[src/rtl/seg_display_arbiter.sv]
// Round-robin owner arbitration for one shared 8-digit seven-segment display.
// The owner keeps the display for at least DWELL cycles and can hold it with lock.
module seg_display_arbiter #(
  parameter int NREQ  = 4,
  parameter int DWELL = 50000000,
  parameter int CNT_W = 32
) (
  input  logic                 clk,
  input  logic                 rst_n,
  input  logic [NREQ-1:0]      req,
  input  logic [NREQ-1:0]      lock,
  input  logic [32*NREQ-1:0]   req_data,
  input  logic [8*NREQ-1:0]    req_valid,
  output logic [NREQ-1:0]      grant,
  output logic [31:0]          output_data,
  output logic [7:0]           output_valid,
  output logic                 busy
);
  localparam int PTR_W = (NREQ > 1) ? $clog2(NREQ) : 1;

  localparam logic [0:0] ST_IDLE = 1'b0;
  localparam logic [0:0] ST_SHOW = 1'b1;

  localparam logic [CNT_W-1:0] CNT_MAX = CNT_W'(DWELL - 1);
  localparam logic [PTR_W-1:0] IDX_MAX = PTR_W'(NREQ - 1);

  typedef struct packed {
    logic [31:0] data;
    logic [7:0]  valid;
  } slice_t;

  slice_t [NREQ-1:0] slices;

  for (genvar g = 0; g < NREQ; g++) begin : g_slice
    assign slices[g].data  = req_data[32*g +: 32];
    assign slices[g].valid = req_valid[8*g +: 8];
  end

  logic [0:0]       state_q, state_d;
  logic [PTR_W-1:0] own_q, own_d;
  logic [PTR_W-1:0] ptr_q, ptr_d;
  logic [CNT_W-1:0] cnt_q, cnt_d;
  logic [NREQ-1:0]  grant_q, grant_d;
  slice_t           out_q, out_d;

  logic [PTR_W-1:0] own_inc;
  logic [PTR_W-1:0] srch_start;
  logic [NREQ-1:0]  own_oh;
  logic [NREQ-1:0]  cand;
  logic             hit;
  logic [PTR_W-1:0] hit_idx;
  logic [PTR_W-1:0] pos;

  assign own_inc = (own_q == IDX_MAX) ? '0 : own_q + PTR_W'(1);
  assign own_oh  = NREQ'(1) << own_q;

  // One shared search: from ptr when idle, from owner+1 (owner excluded) when showing.
  assign srch_start = (state_q == ST_SHOW) ? own_inc : ptr_q;
  assign cand       = (state_q == ST_SHOW) ? (req & ~own_oh) : req;

  always_comb begin
    hit     = 1'b0;
    hit_idx = '0;
    pos     = '0;
    // Walk offsets high to low so the nearest candidate wins.
    for (int o = NREQ - 1; o >= 0; o--) begin
      pos = PTR_W'((int'(srch_start) + o) % NREQ);
      if (cand[pos]) begin
        hit     = 1'b1;
        hit_idx = pos;
      end
    end
  end

  always_comb begin
    state_d = state_q;
    own_d   = own_q;
    ptr_d   = ptr_q;
    cnt_d   = cnt_q;
    case (state_q)
      ST_IDLE: begin
        if (hit) begin
          state_d = ST_SHOW;
          own_d   = hit_idx;
          cnt_d   = '0;
        end
      end
      default: begin
        if (!req[own_q]) begin
          ptr_d = own_inc;
          cnt_d = '0;
          if (hit) begin
            own_d = hit_idx;
          end else begin
            state_d = ST_IDLE;
            own_d   = '0;
          end
        end else if (cnt_q == CNT_MAX && !lock[own_q] && hit) begin
          own_d = hit_idx;
          cnt_d = '0;
          ptr_d = (hit_idx == IDX_MAX) ? '0 : hit_idx + PTR_W'(1);
        end else if (cnt_q != CNT_MAX) begin
          cnt_d = cnt_q + CNT_W'(1);
        end
      end
    endcase
    grant_d = (state_d == ST_SHOW) ? (NREQ'(1) << own_d) : '0;
    out_d   = (state_d == ST_SHOW) ? slices[own_d] : '0;
  end

  always_ff @(posedge clk) begin
    if (!rst_n) begin
      state_q <= ST_IDLE;
      own_q   <= '0;
      ptr_q   <= '0;
      cnt_q   <= '0;
      grant_q <= '0;
      out_q   <= '0;
    end else begin
      state_q <= state_d;
      own_q   <= own_d;
      ptr_q   <= ptr_d;
      cnt_q   <= cnt_d;
      grant_q <= grant_d;
      out_q   <= out_d;
    end
  end

  assign grant        = grant_q;
  assign output_data  = out_q.data;
  assign output_valid = out_q.valid;
  assign busy         = |grant_q;

endmodule

[config.mk]
export PLATFORM = sky130hd
export DESIGN_NAME = seg_display_arbiter
export DESIGN_NICKNAME = d
export VERILOG_FILES = /design/src/rtl/seg_display_arbiter.sv
export SDC_FILE = /design/constraint.sdc
export NUM_CORES = 1
export LEC_CHECK = 0
export ABC_AREA = 1
export CAP_MARGIN = 25
export CORE_ASPECT_RATIO = 0.7
export CORE_UTILIZATION = 44
export CTS_BUF_LIST = sky130_fd_sc_hd__clkbuf_16
export DETAILED_ROUTE_END_ITERATION = 7
export GPL_ROUTABILITY_DRIVEN = 0
export PLACE_DENSITY = 0.81
export SLEW_MARGIN = 20
export SYNTH_ARGS = -nofsm -noshare
export SYNTH_HDL_FRONTEND = slang
export SYNTH_SLANG_ARGS = --single-unit
[constraint.sdc]
create_clock -name clk -period 3.29 [get_ports clk]
set_input_delay 0.658 -clock clk [delete_from_list [all_inputs] [get_ports clk]]
set_output_delay 0.658 -clock clk [all_outputs]
set_load 0.1 [all_outputs]
==> results.tsv, run 1 <==
stage	metric	value	unit
die	Die H	94.6	µm
critical_path	setup slack, reg-to-reg	470	ps
route	Iteration-0 DRC Markers	528	
route	drt drc	0	
global_route	first-pass GRT wire length	29.4	mm
sta	final cycle utilization of the critical path	0.857	
sta	Worst-Margin Slew	503	ps
clocking	clock slew at reported path FFs	60	ps
clocking	CTS H-tree lvls	3	
sta	Hold WS	483	ps
route	vias	6730	
clocking	CTS Root Cell	clkbuf_16	
critical_path	Worst setup EP type	flop	
placement	hpwl dp	13.8	mm
sta	Setup TNS	0	ps
critical_path	r2r startpoint	own_q[1]$_SDFF_PN0_	
critical_path	Worst Setup SP	own_q[1]$_SDFF_PN0_	
finish	Antenna diodes	0	
hold_path	hold_sp	cnt_q[23]$_SDFFE_PN0P_	
global_route	largest net degree at the start of global routing	81	
global_route	antenna violations before repair	0	
yosys	syn nets	1095	
critical_path	R2R cell count	17	
route	final WL	18.9	mm
clocking	TritonCTS clock tree	yes	
critical_path	worst-path fanout max	80	
finish	commonest non-fill, non-tap cell in the layout	nand2_1	
critical_path	Worst Setup Path Type	flop to flop	
power	LEAKAGE	3.55	nW
clocking	CTS Hold Buffers Added	0	
power	P per Cell Area	971	mW/mm²
sta	Final setup viols	0	
yosys	Synth Instances	919	
critical_path	critical path's largest stage delay	410	ps
die	row count	33	
global_route	GRT overflow	0	
sta	fin. max-slew vios	0	
yosys	Warnings, synthesis	0	
critical_path	worst path required time	3580	ps
die	die area	0.0127	mm²
yosys	syn_area_per_cell	5.86	µm²
hold_path	worst hold path type	flop to flop	
finish	commonest non-fill, non-tap cells in the layout	nand2_1 (424), clkdlybuf4s50_1 (169), nand4_1 (92), dfxtp_1 (81), nor2_1 (67)	
yosys	number of synthesized flops with an enable pin	0	
clocking	Resize count post-CTS	0	
global_route	GRT Util Overall	0.292	
global_route	number of global-route vias before repair	5938	
die	initial core utilization	0.456	
flow_run	maxcap violations	0	
yosys	flops & latches, synth	81	
clocking	Max clock buf depth	2	
hold_path	Min-Delay Path Depth	2	
power	total power	0.00760	W
yosys	async set-reset flop share out of synthesis	0	
status	outcome	finished clean	
yosys	top_reg_cell synth	dfxtp_1	
yosys	Unique masters post-synth	34	
finish	P&R area growth vs syn	45.4	%
critical_path	Setup crit start kind	flop	
critical_path	Crit path top cell by count	nand2_1	
sta	clk_skew	6.70	ps
route	ANT nets after route	0	
critical_path	CP Cell Sequence	inv_1, ha_1, nand2_1, o21ai_1, inv_1, nand2_1, nand2_1, nand2_1, nand3_1, nand3_1, nand2_1, nand2_2, buf_12, nand4_1, nand2_1, nand2_1, nand2_1	
yosys	Yosys top cell by area	dfxtp_1	
yosys	synth top area cells	dfxtp_1 (30%), nand2_1 (30%), nand4_1 (11%)	
finish	number of fill cells	1107	
critical_path	Critical-path top delay cell	dfxtp_1	
die	Chip Width	134	µm
sta	Final Hold Violating Endpoints	0	
power	Peak VDD IR	0.000705	V
die	Core Region	0.0118	mm²
finish	layout cells sized above 1	0.0852	
route	first drt pass iteration count	7	
placement	input/output buffers	214	
critical_path	Critical Path AT	3110	ps
yosys	sequential share of the synthesized area	0.301	
clocking	worst skew pair latency	340	ps
yosys	Synth Cell Area	0.00539	mm²
sta	fmax	0.355	GHz
finish	Layout Nets	1286	
clocking	post-CTS setup buffer count	0	
die	IO Pins	215	
route	Via density	5.29	
clocking	CTS buffer count	9	
route	drt wl/cell	14.9	µm
sta	RSZ-0062 raised after global routing	false	
finish	sequential cell area	0.00162	mm²
sta	relative max-transition margin	0.661	
critical_path	reg2reg end	output_data[6]$_SDFF_PN0_	
finish	Multi-input gate area	0.00329	mm²
hold_path	end of the worst hold path	cnt_q[23]$_SDFFE_PN0P_	
yosys	Synth top area share	0.301	
clocking	CTS Sinks	81	
sta	minimum clock period	2820	ps
==> power breakdown <==
| group | internal [W] | leakage, nW | switching [W] |
|---|---|---|---|
| Clock | 0.000508 | 0.121 | 0.000423 |
| Sequential | 0.00122 | 0.664 | 0.0000976 |
| Combinational | 0.00150 | 2.77 | 0.00386 |
| Total | 0.00323 | 3.55 | 0.00438 |
==> layer usage <==
metal	track usage	up-vias	routed length, µm
met5	0	-	0
met4	0.0777	0	405
met3	0.0703	33	1650
met2	0.465	316	8660
met1	0.395	2999	8230
li1	-	3382	-
==> Yosys cell counts (2+ instances only) <==
| cell type | n |
|---|---|
| a211oi_1 | 3 |
| a21oi_1 | 31 |
| a31oi_1 | 4 |
| buf_1 | 9 |
| buf_2 | 9 |
| buf_6 | 7 |
| clkbuf_1 | 23 |
| dfxtp_1 | 81 |
| ha_1 | 6 |
| inv_1 | 54 |
| inv_2 | 6 |
| nand2_1 | 424 |
| nand2_2 | 4 |
| nand3_1 | 29 |
| nand3_2 | 3 |
| nand3b_1 | 4 |
| nand4_1 | 92 |
| nor2_1 | 68 |
| nor3_1 | 18 |
| nor3b_1 | 2 |
| nor4_1 | 5 |
| o21ai_0 | 19 |
| or2_2 | 4 |
| xnor2_1 | 2 |
| xor2_1 | 3 |
==> state kept, by name, summed over array words and instances (netlist names) <==
register	flops
ptr_q	2
output_valid	8
cnt_q	32
grant	4
state_q	1
output_data	32
own_q	2
==> how the worst max path moves through the flow <==
stage                            endpoint  slack (ps)  depth (start not counted)
6_report        output_data[6]$_SDFF_PN0_         470                         17
5_1_grt        output_valid[2]$_SDFF_PN0_         200                         19
4_1_cts         output_data[6]$_SDFF_PN0_         460                         17
3_5_place_dp    output_data[6]$_SDFF_PN0_         420                         16
3_3_place_gp    output_data[6]$_SDFF_PN0_         430                         16
2_1_floorplan  output_data[25]$_SDFF_PN0_         800                         20
==> final cells by class <==
class                   count  area share
inverters                  60      0.0288
clock buffers               9      0.0288
well taps                 157      0.0251
clock inverters             7     0.00607
flip-flops and latches     81       0.207
repair buffers            229       0.283
multi-input cells         729       0.421
==> worst max-delay path: cells and delay by family, from the launching register on <==
family / cells / cell delay [ps]
AND/OR/NAND/NOR: 12 / 1190
buffers and inverters: 3 / 630
flip-flops: 1 / 410
adder cells (fa/ha/maj): 1 / 330
AO/OA/AOI/OAI: 1 / 210
==> cells by family (layout without fill, tap and decap cells) <==
logic type / count (synthesis) / in the layout / synth area share
compound gates: 62 / 62 / 0.0620
xor+xnor: 5 / 5 / 0.00813
fa+ha+maj: 6 / 6 / 0.0139
buf+inv: 109 / 305 / 0.0885
flops: 81 / 81 / 0.301
simple gates: 656 / 656 / 0.526
==> per-stage QoR <==
step,util,instance area [µm²],worst slack (ps),cells
floorplan,-,5390,804,919
finish,0.663,7830,470,1272
detailed placement,0.640,7550,420,1256
global placement,0.640,7550,425,1256
global route,0.663,7830,196,1272
CTS,0.663,7830,462,1272
(Power assumes the default switching activity.)
==> run 2, diff against run 1 <==
CAP_MARGIN = 20   (was 25)
==> results of run 2 <==
No change in the layout: final DEF, timing and power equal those of run 1.
==> run 3, diff against run 2 <==
CTS_CLUSTER_DIAMETER = 50   (was unset)
RECOVER_POWER = 50   (was unset)
==> run 3 against run 2 <==
Die area unchanged. Critical path type unchanged. Highest routed layer unchanged. Sequential share of layout area increased by 0.47 points. Cell area decreased by 2.2%. Clock power about the same. Global-route usage unchanged. Non-clock buffer count unchanged. Combinational power decreased by 3%. Via count decreased by 0.74%. Worst setup slack got worse by 16 ps. First-iteration DRC count increased by 1.1%.
==> results.tsv, run 3 (synthesis gave the netlist of run 1 again) <==
stage	metric	value	unit	change
clocking	CTS buffer count	9		unchanged
sta	Final Hold Violating Endpoints	0		unchanged
global_route	largest net degree at the start of global routing	81		unchanged
clocking	Resize count post-CTS	0		unchanged
route	ANT nets after route	0		unchanged
finish	Antenna diodes	0		unchanged
sta	Setup TNS	0	ps	unchanged
critical_path	critical path's largest stage delay	410	ps	about the same
clocking	CTS H-tree lvls	3		unchanged
sta	RSZ-0062 raised after global routing	false		
finish	number of fill cells	1146		+3.5%
global_route	number of global-route vias before repair	5938		unchanged
sta	clk_skew	7.26	ps	+0.562 ps
placement	input/output buffers	214		unchanged
die	Chip Width	134	µm	unchanged
clocking	CTS Sinks	81		unchanged
finish	Final Util	0.648		-0.0147
sta	relative max-transition margin	0.142		-0.519
die	IO Pins	215		unchanged
sta	final cycle utilization of the critical path	0.862		+0.00475
clocking	Max clock buf depth	2		unchanged
critical_path	worst path required time	3580	ps	about the same
route	Iteration-0 DRC Markers	534		+1.1%
critical_path	Crit path top cell by count	nand2_1		
route	vias	6680		-0.74%
die	Die H	94.6	µm	unchanged
clocking	CTS Hold Buffers Added	0		unchanged
global_route	antenna violations before repair	0		unchanged
route	drt drc	0		unchanged
die	Core Region	0.0118	mm²	unchanged
critical_path	worst-path fanout max	80		unchanged
critical_path	Setup crit start kind	flop		
clocking	CTS Root Cell	clkbuf_16		
power	Peak VDD IR	0.000701	V	-0.52%
die	row count	33		unchanged
route	final WL	19.0	mm	+0.30%
finish	commonest non-fill, non-tap cells in the layout	nand2_1 (424), clkdlybuf4s50_1 (169), nand4_1 (92), dfxtp_1 (81), nor2_1 (68)		
die	initial core utilization	0.456		unchanged
global_route	first-pass GRT wire length	29.4	mm	unchanged
finish	Layout Nets	1286		unchanged
critical_path	Critical Path AT	3120	ps	about the same
sta	fmax	0.353	GHz	-0.55%
status	outcome	finished clean		
clocking	clock slew at reported path FFs	70	ps	about the same
finish	layout cells sized above 1	0.0430		-0.0422
critical_path	Worst Setup Path Type	flop to flop		
placement	hpwl dp	13.8	mm	unchanged
power	P per Cell Area	971	mW/mm²	about the same
die	die area	0.0127	mm²	unchanged
clocking	TritonCTS clock tree	yes		
critical_path	Critical-path top delay cell	dfxtp_1		
finish	P&R area growth vs syn	42.1	%	
clocking	worst skew pair latency	340	ps	about the same
sta	Hold WS	478	ps	-4.79 ps
route	Via density	5.25		-0.74%
flow_run	maxcap violations	0		unchanged
power	LEAKAGE	3.37	nW	-5.2%
critical_path	Worst setup EP type	flop		
sta	Final setup viols	0		unchanged
route	drt wl/cell	14.9	µm	+0.30%
sta	minimum clock period	2840	ps	+15.6 ps
global_route	GRT overflow	0		unchanged
global_route	GRT Util Overall	0.292		unchanged
route	first drt pass iteration count	8		+1
sta	Worst-Margin Slew	1290	ps	+789 ps
finish	commonest non-fill, non-tap cell in the layout	nand2_1		
critical_path	CP Cell Sequence	inv_1, ha_1, nand2_1, o21ai_1, inv_1, nand2_1, nand2_1, nand2_1, nand3_1, nand3_1, nand2_1, nand2_2, buf_12, nand4_1, nand2_1, nand2_1, nand2_1		
clocking	post-CTS setup buffer count	0		unchanged
sta	fin. max-slew vios	0		unchanged
hold_path	worst hold path type	flop to flop		
[run 3: changes by cell type in the layout (fill, tap and decap cells not counted)]
cell,previous run,this run
buf_4,54,8
clkbuf_1,0,45
clkbuf_2,0,1
clkinv_1,1,2
inv_2,6,5
nor2_1,67,68
nor2_2,1,0
[run 3: layout make-up]
cell class	instances	area, µm²	share of cell area
Inverter	60	225	0.0294
Tap cell	157	196	0.0257
Clock inverter	7	47.5	0.00621
Sequential cell	81	1620	0.212
Clock buffer	9	225	0.0294
Timing Repair Buffer	229	2050	0.267
Multi-Input combinational cell	729	3290	0.430
[run 3: where the power goes]
group | leakage, nW | internal, W | switching, W
Combinational | 2.58 | 0.00134 | 0.00385
Sequential | 0.664 | 0.00122 | 0.0000924
Clock | 0.121 | 0.000508 | 0.000424
Total | 3.37 | 0.00306 | 0.00437
[run 3: through the flow]
step | power [W] | std cells | worst slack, ps | cell area, µm²
3_3_place_gp | 0.00661 | 1256 | 425 | 7550
6_report | 0.00743 | 1272 | 454 | 7650
4_1_cts | 0.00760 | 1272 | 462 | 7830
5_1_grt | 0.00803 | 1272 | 133 | 7650
2_1_floorplan | 0.00544 | 919 | 804 | 5390
3_5_place_dp | 0.00665 | 1256 | 420 | 7550
[run 3: worst paths after layout]
kind                     startpoint                   endpoint  slack [ps]  cells after the start
max             own_q[1]$_SDFF_PN0_  output_data[6]$_SDFF_PN0_         450                     17
max reg2reg     own_q[1]$_SDFF_PN0_  output_data[6]$_SDFF_PN0_         450                     17
min reg2reg  cnt_q[23]$_SDFFE_PN0P_     cnt_q[23]$_SDFFE_PN0P_         480                      2
min          cnt_q[23]$_SDFFE_PN0P_     cnt_q[23]$_SDFFE_PN0P_         480                      2
[run 3: per-layer routing]
layer / wire, µm / GRT usage / up-vias
met4: 382 / 0.0777 / 0
met2: 8650 / 0.465 / 299
met5: 0 / 0 / -
met1: 8360 / 0.395 / 2970
li1: - / - / 3381
met3: 1610 / 0.0703 / 30
[run 3: worst max-delay path, delay by kind of cell, from the launching register on]
family          cells  cell delay (ps)
fa+ha+maj           1              330
simple gates       12             1200
flops               1              410
compound gates      1              210
buf+inv             3              630
